==> config.mk <==
export PLATFORM = sky130hd
export DESIGN_NAME = ps2_scancode_receiver
export DESIGN_NICKNAME = d
export VERILOG_FILES = /design/src/rtl/ps2_pkg.sv /design/src/rtl/ps2_line_filter.sv /design/src/rtl/ps2_scancode_receiver.sv
export SDC_FILE = /design/constraint.sdc
export NUM_CORES = 1
export LEC_CHECK = 0
export CORE_UTILIZATION = 35
export DETAILED_ROUTE_END_ITERATION = 7
export HOLD_SLACK_MARGIN = 0.03
export SLEW_MARGIN = 20
export SYNTH_ARGS = -nofsm -noshare
export SYNTH_HDL_FRONTEND = slang
export SYNTH_SLANG_ARGS = --single-unit
==> constraint.sdc <==
create_clock -name clk -period 6.2 [get_ports clk]
set_input_delay 1.24 -clock clk [delete_from_list [all_inputs] [get_ports clk]]
set_output_delay 1.24 -clock clk [all_outputs]
set_load 0.05 [all_outputs]
==> src/rtl/ps2_pkg.sv <==
// Shared types and constants for the PS/2 scan-code receiver.
package ps2_pkg;

    typedef enum logic [1:0] {
        IDLE  = 2'd0,
        SHIFT = 2'd1,
        CHECK = 2'd2
    } state_t;

    localparam logic [7:0] PS2_EXT = 8'hE0;
    localparam logic [7:0] PS2_BRK = 8'hF0;

endpackage

==> src/rtl/ps2_line_filter.sv <==
// Two-flop synchroniser for the PS/2 lines plus a run-length deglitcher on the clock.
module ps2_line_filter #(
    parameter int filter_len = 8
) (
    input  logic clk,
    input  logic rst,
    input  logic ps_clock,
    input  logic ps_data,
    output logic fclk,
    output logic fall,
    output logic data
);

    localparam int CW = $clog2(filter_len + 1);

    logic [1:0]    clk_sync;
    logic [1:0]    dat_sync;
    logic [CW-1:0] run_cnt;

    assign data = dat_sync[1];

    // fclk only follows the synchronised clock once it has disagreed for filter_len samples in a row
    always_ff @(posedge clk or posedge rst) begin
        if (rst) begin
            clk_sync <= 2'b11;
            dat_sync <= 2'b11;
            run_cnt  <= '0;
            fclk     <= 1'b1;
            fall     <= 1'b0;
        end else begin
            clk_sync <= {clk_sync[0], ps_clock};
            dat_sync <= {dat_sync[0], ps_data};
            fall     <= 1'b0;
            if (clk_sync[1] == fclk) begin
                run_cnt <= '0;
            end else if (run_cnt == CW'(filter_len - 1)) begin
                fclk    <= clk_sync[1];
                fall    <= ~clk_sync[1];
                run_cnt <= '0;
            end else begin
                run_cnt <= run_cnt + 1'b1;
            end
        end
    end

endmodule

==> src/rtl/ps2_scancode_receiver.sv <==
// PS/2 device-to-host frame receiver with E0/F0 prefix folding into per-key flags.
module ps2_scancode_receiver
    import ps2_pkg::*;
#(
    parameter int clk_mhz    = 50,
    parameter int timeout_us = 200,
    parameter int filter_len = 8
) (
    input  logic       clk,
    input  logic       rst,
    input  logic       ps_clock,
    input  logic       ps_data,
    output logic [7:0] code,
    output logic       extended,
    // break-code flag; "release" is a reserved word in SystemVerilog
    output logic       key_release,
    output logic       code_valid,
    output logic       frame_error,
    output logic       busy
);

    localparam int LIMIT = clk_mhz * timeout_us;
    localparam int TW    = $clog2(LIMIT + 1);

    logic          fclk;
    logic          fall;
    logic          data;
    state_t        state;
    logic [3:0]    bit_cnt;
    logic [9:0]    shreg;
    logic [TW-1:0] tcnt;
    logic          ext_pending;
    logic          brk_pending;
    logic          frame_good;

    ps2_line_filter #(.filter_len(filter_len)) u_filter (
        .clk      (clk),
        .rst      (rst),
        .ps_clock (ps_clock),
        .ps_data  (ps_data),
        .fclk     (fclk),
        .fall     (fall),
        .data     (data)
    );

    // shreg fills LSB-first from the top: [7:0] data, [8] parity, [9] stop
    assign frame_good = (^shreg[8:0]) & shreg[9];
    assign busy       = (state != IDLE);

    always_ff @(posedge clk or posedge rst) begin
        if (rst) begin
            state       <= IDLE;
            bit_cnt     <= '0;
            shreg       <= '0;
            tcnt        <= '0;
            ext_pending <= 1'b0;
            brk_pending <= 1'b0;
            code        <= '0;
            extended    <= 1'b0;
            key_release <= 1'b0;
            code_valid  <= 1'b0;
            frame_error <= 1'b0;
        end else begin
            code_valid  <= 1'b0;
            frame_error <= 1'b0;
            case (state)
                IDLE: begin
                    if (fall && !data) begin
                        state   <= SHIFT;
                        bit_cnt <= '0;
                        tcnt    <= '0;
                    end
                end
                SHIFT: begin
                    if (fall) begin
                        shreg <= {data, shreg[9:1]};
                        tcnt  <= '0;
                        if (bit_cnt == 4'd9) state <= CHECK;
                        else                 bit_cnt <= bit_cnt + 1'b1;
                    end else if (tcnt == TW'(LIMIT)) begin
                        frame_error <= 1'b1;
                        ext_pending <= 1'b0;
                        brk_pending <= 1'b0;
                        state       <= IDLE;
                    end else begin
                        tcnt <= tcnt + 1'b1;
                    end
                end
                CHECK: begin
                    state <= IDLE;
                    if (!frame_good) begin
                        frame_error <= 1'b1;
                        ext_pending <= 1'b0;
                        brk_pending <= 1'b0;
                    end else if (shreg[7:0] == PS2_EXT) begin
                        ext_pending <= 1'b1;
                    end else if (shreg[7:0] == PS2_BRK) begin
                        brk_pending <= 1'b1;
                    end else begin
                        code        <= shreg[7:0];
                        extended    <= ext_pending;
                        key_release <= brk_pending;
                        code_valid  <= 1'b1;
                        ext_pending <= 1'b0;
                        brk_pending <= 1'b0;
                    end
                end
                default: state <= IDLE;
            endcase
        end
    end

endmodule

### Word level (Yosys, flattened, before mapping)

Index checks and enable logic that the tools add are counted.

| operators by class | value |
|---|---|
| add/subtract/negate cells | 3 |
| eq/ne operators | 18 |
| mux-type cells | 35 |
| bitwise gates (word level) | 5 |
| reduce and logical (&&, ||, !) cells | 15 |

Operators with widths:

| kind | number |
|---|---|
| 14-bit two-way mux | 3 |
| 14-bit one-hot mux with 2 select lines | 1 |
| 4-bit two-way mux | 5 |
| 1-bit two-way mux | 17 |
| 8-bit == test (second input constant) | 2 |
| 4-bit AND reduction | 4 |
| 14-bit by 1-bit adder with 14-bit output (second input constant) | 1 |
| 14-bit == test (second input constant) | 1 |
| 9-bit XOR reduction | 1 |
| 4-bit by 1-bit adder with 4-bit output (second input constant) | 2 |
| 2-bit two-way mux | 4 |
| 2-bit inequality test (second input constant) | 4 |
| 4-bit one-hot mux with 2 select lines | 1 |
| 3-bit by 2-bit inequality test with 1-bit output (second input constant) | 2 |
| 3-bit inequality test (second input constant) | 2 |
| 1-bit one-hot mux with 2 select lines | 3 |
| 3-bit AND reduction | 2 |
| 2-bit nonzero test | 3 |
| 4-bit by 3-bit == test with 1-bit output (second input constant) | 1 |
| 4-bit == test (second input constant) | 1 |
| 4-bit inequality test (second input constant) | 1 |
| 1-bit inverter | 4 |
| 2-bit one-hot mux with 2 select lines | 1 |
| 2-bit AND reduction | 2 |
| other kinds (8) | 8 |

| word-level totals | value |
|---|---|
| register bits | 54 |
| output and inout bits | 13 |
| logic and storage cells | 92 |

### Longest topological paths before layout

| logic depth | value |
|---|---|
| depth after elaboration | 5 |
| gate-level depth with buffers | 8 |
| gate-level depth less buffers | 7 |

### Cells and area by module

From an unflattened synthesis, not the netlist that was laid out.

| unflattened totals | value |
|---|---|
| cell total of the unflattened synthesis | 241 |
| area, all modules | 2751.4 µm² |

Modules (own cells, without submodules):

| module | times used | cells an instance | area each (µm²) | seq. area each (µm²) |
|---|---|---|---|---|
| ps2_scancode_receiver | 1 | 217 | 2383.5 | 1101.1 |
| ps2_line_filter | 1 | 24 | 367.9 | 256.5 |

### Worst setup path before layout

No wires, ideal clock.

| timing path | value |
|---|---|
| path kind | register to output |
| from | register state[0] |
| to | output busy |
| arrival | 0.998 ns |
| slack | 3.962 ns |
| cell stages (with the launch flop) | 4 |
| path buffers | 0 |
| cell sequence | dfrtp_1 -> inv_1 -> ha_1 -> inv_1 |

| on the way | value |
|---|---|
| word-level cells in the longest chain between the ends | 1 |

Ends and longest elaborated chain:

| item | RTL line | RTL |
|---|---|---|
| start, declared | ps2_scancode_receiver.sv:28 | `state_t state;` |
| start signal, assigned | ps2_scancode_receiver.sv:52 | `state <= IDLE;` |
| start signal, assigned | ps2_scancode_receiver.sv:69 | `state <= SHIFT;` |
| start signal, assigned | ps2_scancode_receiver.sv:78 | `if (bit_cnt == 4'd9) state <= CHECK;` |
| 2-bit nonzero test | ps2_scancode_receiver.sv:48 | `assign busy = (state != IDLE);` |
| end, declared | ps2_scancode_receiver.sv:19 | `output logic busy` |

Every way passes these cells.

### Worst setup path after layout

Same ends and word-level chain as after synthesis.

==> impl_table.tex <==
\begin{tabular}{lr}
\hline
Metric & Value \\
\hline
\multicolumn{2}{l}{\textbf{Drt}} \\
\quad DRC errors left & 0 \\
\quad Vias after detailed routing & 1707 \\
\quad Router iterations before antenna repair & 4 \\
\quad Post-route antenna net violation count & 0 \\
\quad Number of design-rule violations left by the first detailed-router iteration & 65 \\
\quad Wirelength per Cell & between 10 and 15 um \\
\quad Total length of routed wires & between 4000 and 5000 um \\
\quad Drt via density & 4.78 \\
\multicolumn{2}{l}{\textbf{STA}} \\
\quad Final period util & between 50\% and 60\% \\
\quad Total negative slack for setup checks & 0 ns \\
\quad Number of setup violations in the final report & 0 \\
\quad Final Hold Vio Count & 0 \\
\quad Min Tclk post-route & 3.20 ns \\
\quad F\_max & about 310 MHz \\
\quad Worst slack on hold paths & between 0.3 and 0.4 ns \\
\quad Worst setup slack after layout & around 3 ns \\
\quad Worst-margin pin slew & 0.942 ns \\
\quad Setup repair after global routing missed its margin & no \\
\quad Worst clock skew on the final layout & roughly 0.011 ns \\
\quad Final max-slew violation count & 0 \\
\quad Worst slew margin relative to its limit & a little under two fifths \\
\multicolumn{2}{l}{\textbf{Clocking}} \\
\quad Worst-case clock buffer depth & 2 \\
\quad Clock transition at the register clock pins on the worst setup and hold paths after CTS & approximately 0.090 ns \\
\quad Maximum level of the CTS H-tree & 2 \\
\quad Root Buffer Master & clkbuf\_8 \\
\quad Number of gates resized after CTS & 0 \\
\quad Setup fix buffers added after clock tree synthesis & 0 \\
\quad Clock latency at the later pin of the worst-skew pair & around 0.31 ns \\
\quad Number of hold-repair buffers added at the cts stage & 0 \\
\quad Num CTS Buffers & 5 \\
\quad Total number of clock tree sinks & 54 \\
\quad CTS tree & built \\
\multicolumn{2}{l}{\textbf{Min path}} \\
\quad Tightest Hold Check Type & flop to flop \\
\quad Startpoint of the tightest hold check path & u\_filter.dat\_sync[0]\$\_DFF\_PP1\_ \\
\quad Hold path depth & 0 \\
\multicolumn{2}{l}{\textbf{Setup path}} \\
\quad Worst setup path class & flop to output pin \\
\quad Max stage delay cell, worst path & clkdlybuf4s50\_1 \\
\quad Worst setup startpoint & state[0]\$\_DFFE\_PP0P\_ \\
\quad Worst-path fanout max & 8 \\
\quad Startpoint types & flop \\
\quad Worst flop-to-flop path startpoint & shreg[0]\$\_DFFE\_PP0P\_ \\
\quad Category of the worst setup path capture point & output pin \\
\quad Depth of the worst register-to-register path & 7 \\
\quad Most frequent cell on the critical path & inv\_1 \\
\quad Stage delay of the slowest cell on the critical path & 0.79 ns \\
\quad Signal arrival time at the worst endpoint & around 2 ns \\
\quad Worst-path cell chain & inv\_1 > ha\_1 > inv\_1 > clkdlybuf4s50\_1 \\
\quad Data required, critical path & a little under 5 ns \\
\multicolumn{2}{l}{\textbf{Pwr}} \\
\quad Final total power & 647 uW \\
\quad Net switching power & approximately 140 uW \\
\quad Share of total power in sequential cells & 58.1\% \\
\quad Comb pwr share & under 10\% \\
\quad Maximum ir drop on the vdd rail & a little under 0.09 mV \\
\quad Clk network pwr share & about 37\% \\
\quad Pwr Density & between 200 and 250 nW/um2 \\
\quad Switching Share & approximately 22\% \\
\quad Internal power contribution & 504 uW \\
\quad Leak Pwr & $\sim$1.3 nW \\
\multicolumn{2}{l}{\textbf{Layout}} \\
\quad Nets & 274 \\
\quad Area added between synthesis and finish & 14.5\% \\
\quad Final core area utilization & 41.4\% \\
\quad Leading cell type in the layout, fill and taps excluded & dfrtp\_1 \\
\quad Diode insertion count for antenna repair & 0 \\
\quad Most frequent cells in the layout & 49 x dfrtp\_1, 21 x nor2\_1, 20 x nand2\_1, 17 x mux2\_2, 16 x clkdlybuf4s50\_1 \\
\quad Ratio of cells with drive above 1 in the final layout & about 14\% \\
\multicolumn{2}{l}{\textbf{Synthesis}} \\
\quad Count of flip-flops with a built-in enable after synthesis & 0 \\
\quad Total number of yosys warnings & 0 \\
\quad Syn\_area\_per\_cell & around 11 um2 \\
\quad Share of the synthesized area in the top cell type & 47.0\% \\
\quad Sequential fraction of the synthesis area & 52.1\% \\
\quad Synthesis-stage register bit count & between 50 and 60 \\
\quad Post-synthesis cell count & between 200 and 250 \\
\quad Share of async-settable or async-resettable flops after synthesis & 100\% \\
\quad Cell accounting for the most synthesized area & dfrtp\_1 \\
\quad Synth top area cells & dfrtp\_1 47\%, mux2\_2 7.3\%, ha\_1 6.2\% \\
\quad Distinct cell type count after synthesis & 43 \\
\quad Post-Synthesis Net Count & 255 \\
\quad Main flop type after synthesis & dfrtp\_1 \\
\quad Post-Syn Area & 2610 um2 \\
\multicolumn{2}{l}{\textbf{Placed design}} \\
\quad Pre-CTS WS & between 3 and 4 ns \\
\quad Placed wire-length estimate & about 3100 um \\
\quad Number of port buffers & 16 \\
\quad Routability-driven placement congestion ratio & $\sim$0.76 \\
\multicolumn{2}{l}{\textbf{Floorplan}} \\
\quad Area of the core & 7210 um2 \\
\quad Number of top-level pins & 17 \\
\quad Die area & 7800 um2 \\
\quad Number of core rows & 31 \\
\quad Starting utilization of the core area & a little over a third \\
\quad Die Height & a little under 90 um \\
\quad Die extent in x & 88.3 um \\
\multicolumn{2}{l}{\textbf{GRT}} \\
\quad Overall overflow remaining after global route & 0 \\
\quad Global-route usage over all layers & around an eighth \\
\quad Vias in the first global route & roughly 1700 \\
\quad Initial antenna violation count & 0 \\
\quad Global-route wire length before repair & slightly below 8000 um \\
\quad Maximum number of pins on one net before global-route repair & 55 \\
\multicolumn{2}{l}{\textbf{Outcome}} \\
\quad Outcome & finished, final reports clean \\
\multicolumn{2}{l}{\textbf{Job}} \\
\quad Number of max-cap violations & 0 \\
\hline
\end{tabular}
## power groups by stage
stage | sequential (mW) | clock, mW | combinational (mW)
floorplan | 0.381 | 0 | 0.0276
global placement | 0.382 | 0 | 0.0354
detailed placement | 0.383 | 0 | 0.0367
CTS | 0.376 | 0.246 | 0.0363
global route | 0.378 | 0.260 | 0.0410
finish | 0.376 | 0.237 | 0.0343
## worst max-delay path, delay by kind of cell (launching register included)
| family | cells | cell delay [ns] |
|---|---|---|
| buffers and inverters | 3 | 0.97 |
| adder cells (fa/ha/maj) | 1 | 0.31 |
| flip-flops | 1 | 0.38 |
## cell type report
type	instances	area (um2)
fillers	722	4230
flip-flops and latches	54	1360
multi-input cells	163	1160
repair buffers	17	168
well taps	99	124
clock buffers	6	72.6
inverters	16	60.1
clock inverters	2	37.5
## per-stage QoR
stage | cell area [um2] | cells
CTS | 2980 | 357
global placement | 2870 | 349
floorplan | 2610 | 238
detailed placement | 2870 | 349
finish | 2980 | 357
global route | 2980 | 357
## state kept, by name (all words and copies together), names as in the netlist
signal	flops
u_filter.dat_sync	2
bit_cnt	4
brk_pending	1
u_filter.fclk	1
state	2
tcnt	14
u_filter.clk_sync	2
extended	1
key_release	1
shreg	10
code_valid	1
frame_error	1
u_filter.fall	1
u_filter.run_cnt	4
code	8
ext_pending	1
## synthesized netlist by cell type (2+ instances only)
| master | number |
|---|---|
| a21o_1 | 2 |
| a21oi_1 | 8 |
| a31oi_1 | 2 |
| and3b_1 | 2 |
| clkbuf_1 | 3 |
| dfrtp_1 | 49 |
| dfstp_2 | 5 |
| ha_1 | 13 |
| inv_1 | 16 |
| mux2_2 | 17 |
| nand2_1 | 20 |
| nand3_1 | 5 |
| nand3b_1 | 2 |
| nand4_1 | 5 |
| nor2_1 | 21 |
| nor2b_1 | 6 |
| nor3_1 | 7 |
| nor3b_1 | 2 |
| nor4_1 | 2 |
| o2111ai_1 | 2 |
| o211ai_1 | 2 |
| o21ai_0 | 9 |
| or2_2 | 2 |
| or3_1 | 2 |
| or4_1 | 2 |
| xnor2_1 | 10 |
| xor2_1 | 6 |
## worst paths after layout
| kind | endpoint | slack [ns] |
|---|---|---|
| max | busy | 3.00 |
| min | u_filter.dat_sync[1]$_DFF_PP1_ | 0.36 |
| max reg2reg | code[6]$_DFFE_PP0P_ | 3.64 |
| min reg2reg | u_filter.dat_sync[1]$_DFF_PP1_ | 0.36 |
| max in group asynchronous | tcnt[1]$_DFFE_PP0P_ | 4.34 |
| min in group asynchronous | u_filter.run_cnt[0]$_DFF_PP0_ | 1.41 |
## metal layers
metal	vias up	global-route usage [%]	part of all wire, %
li1	854	-	-
met5	-	0	0
met1	828	17.4	49
met2	20	20.8	47
met3	5	3.08	2.6
met4	0	4.25	1.6
## logic make-up after synthesis
group	share of synthesized area [%]
AO/OA/AOI/OAI	7.39
XOR/XNOR	6.24
adder cells (fa/ha/maj)	6.24
buffers and inverters	3.22
flip-flops	52.1
multiplexers	8.31
AND/OR/NAND/NOR	16.5
Power figures use the tool's default switching activity.
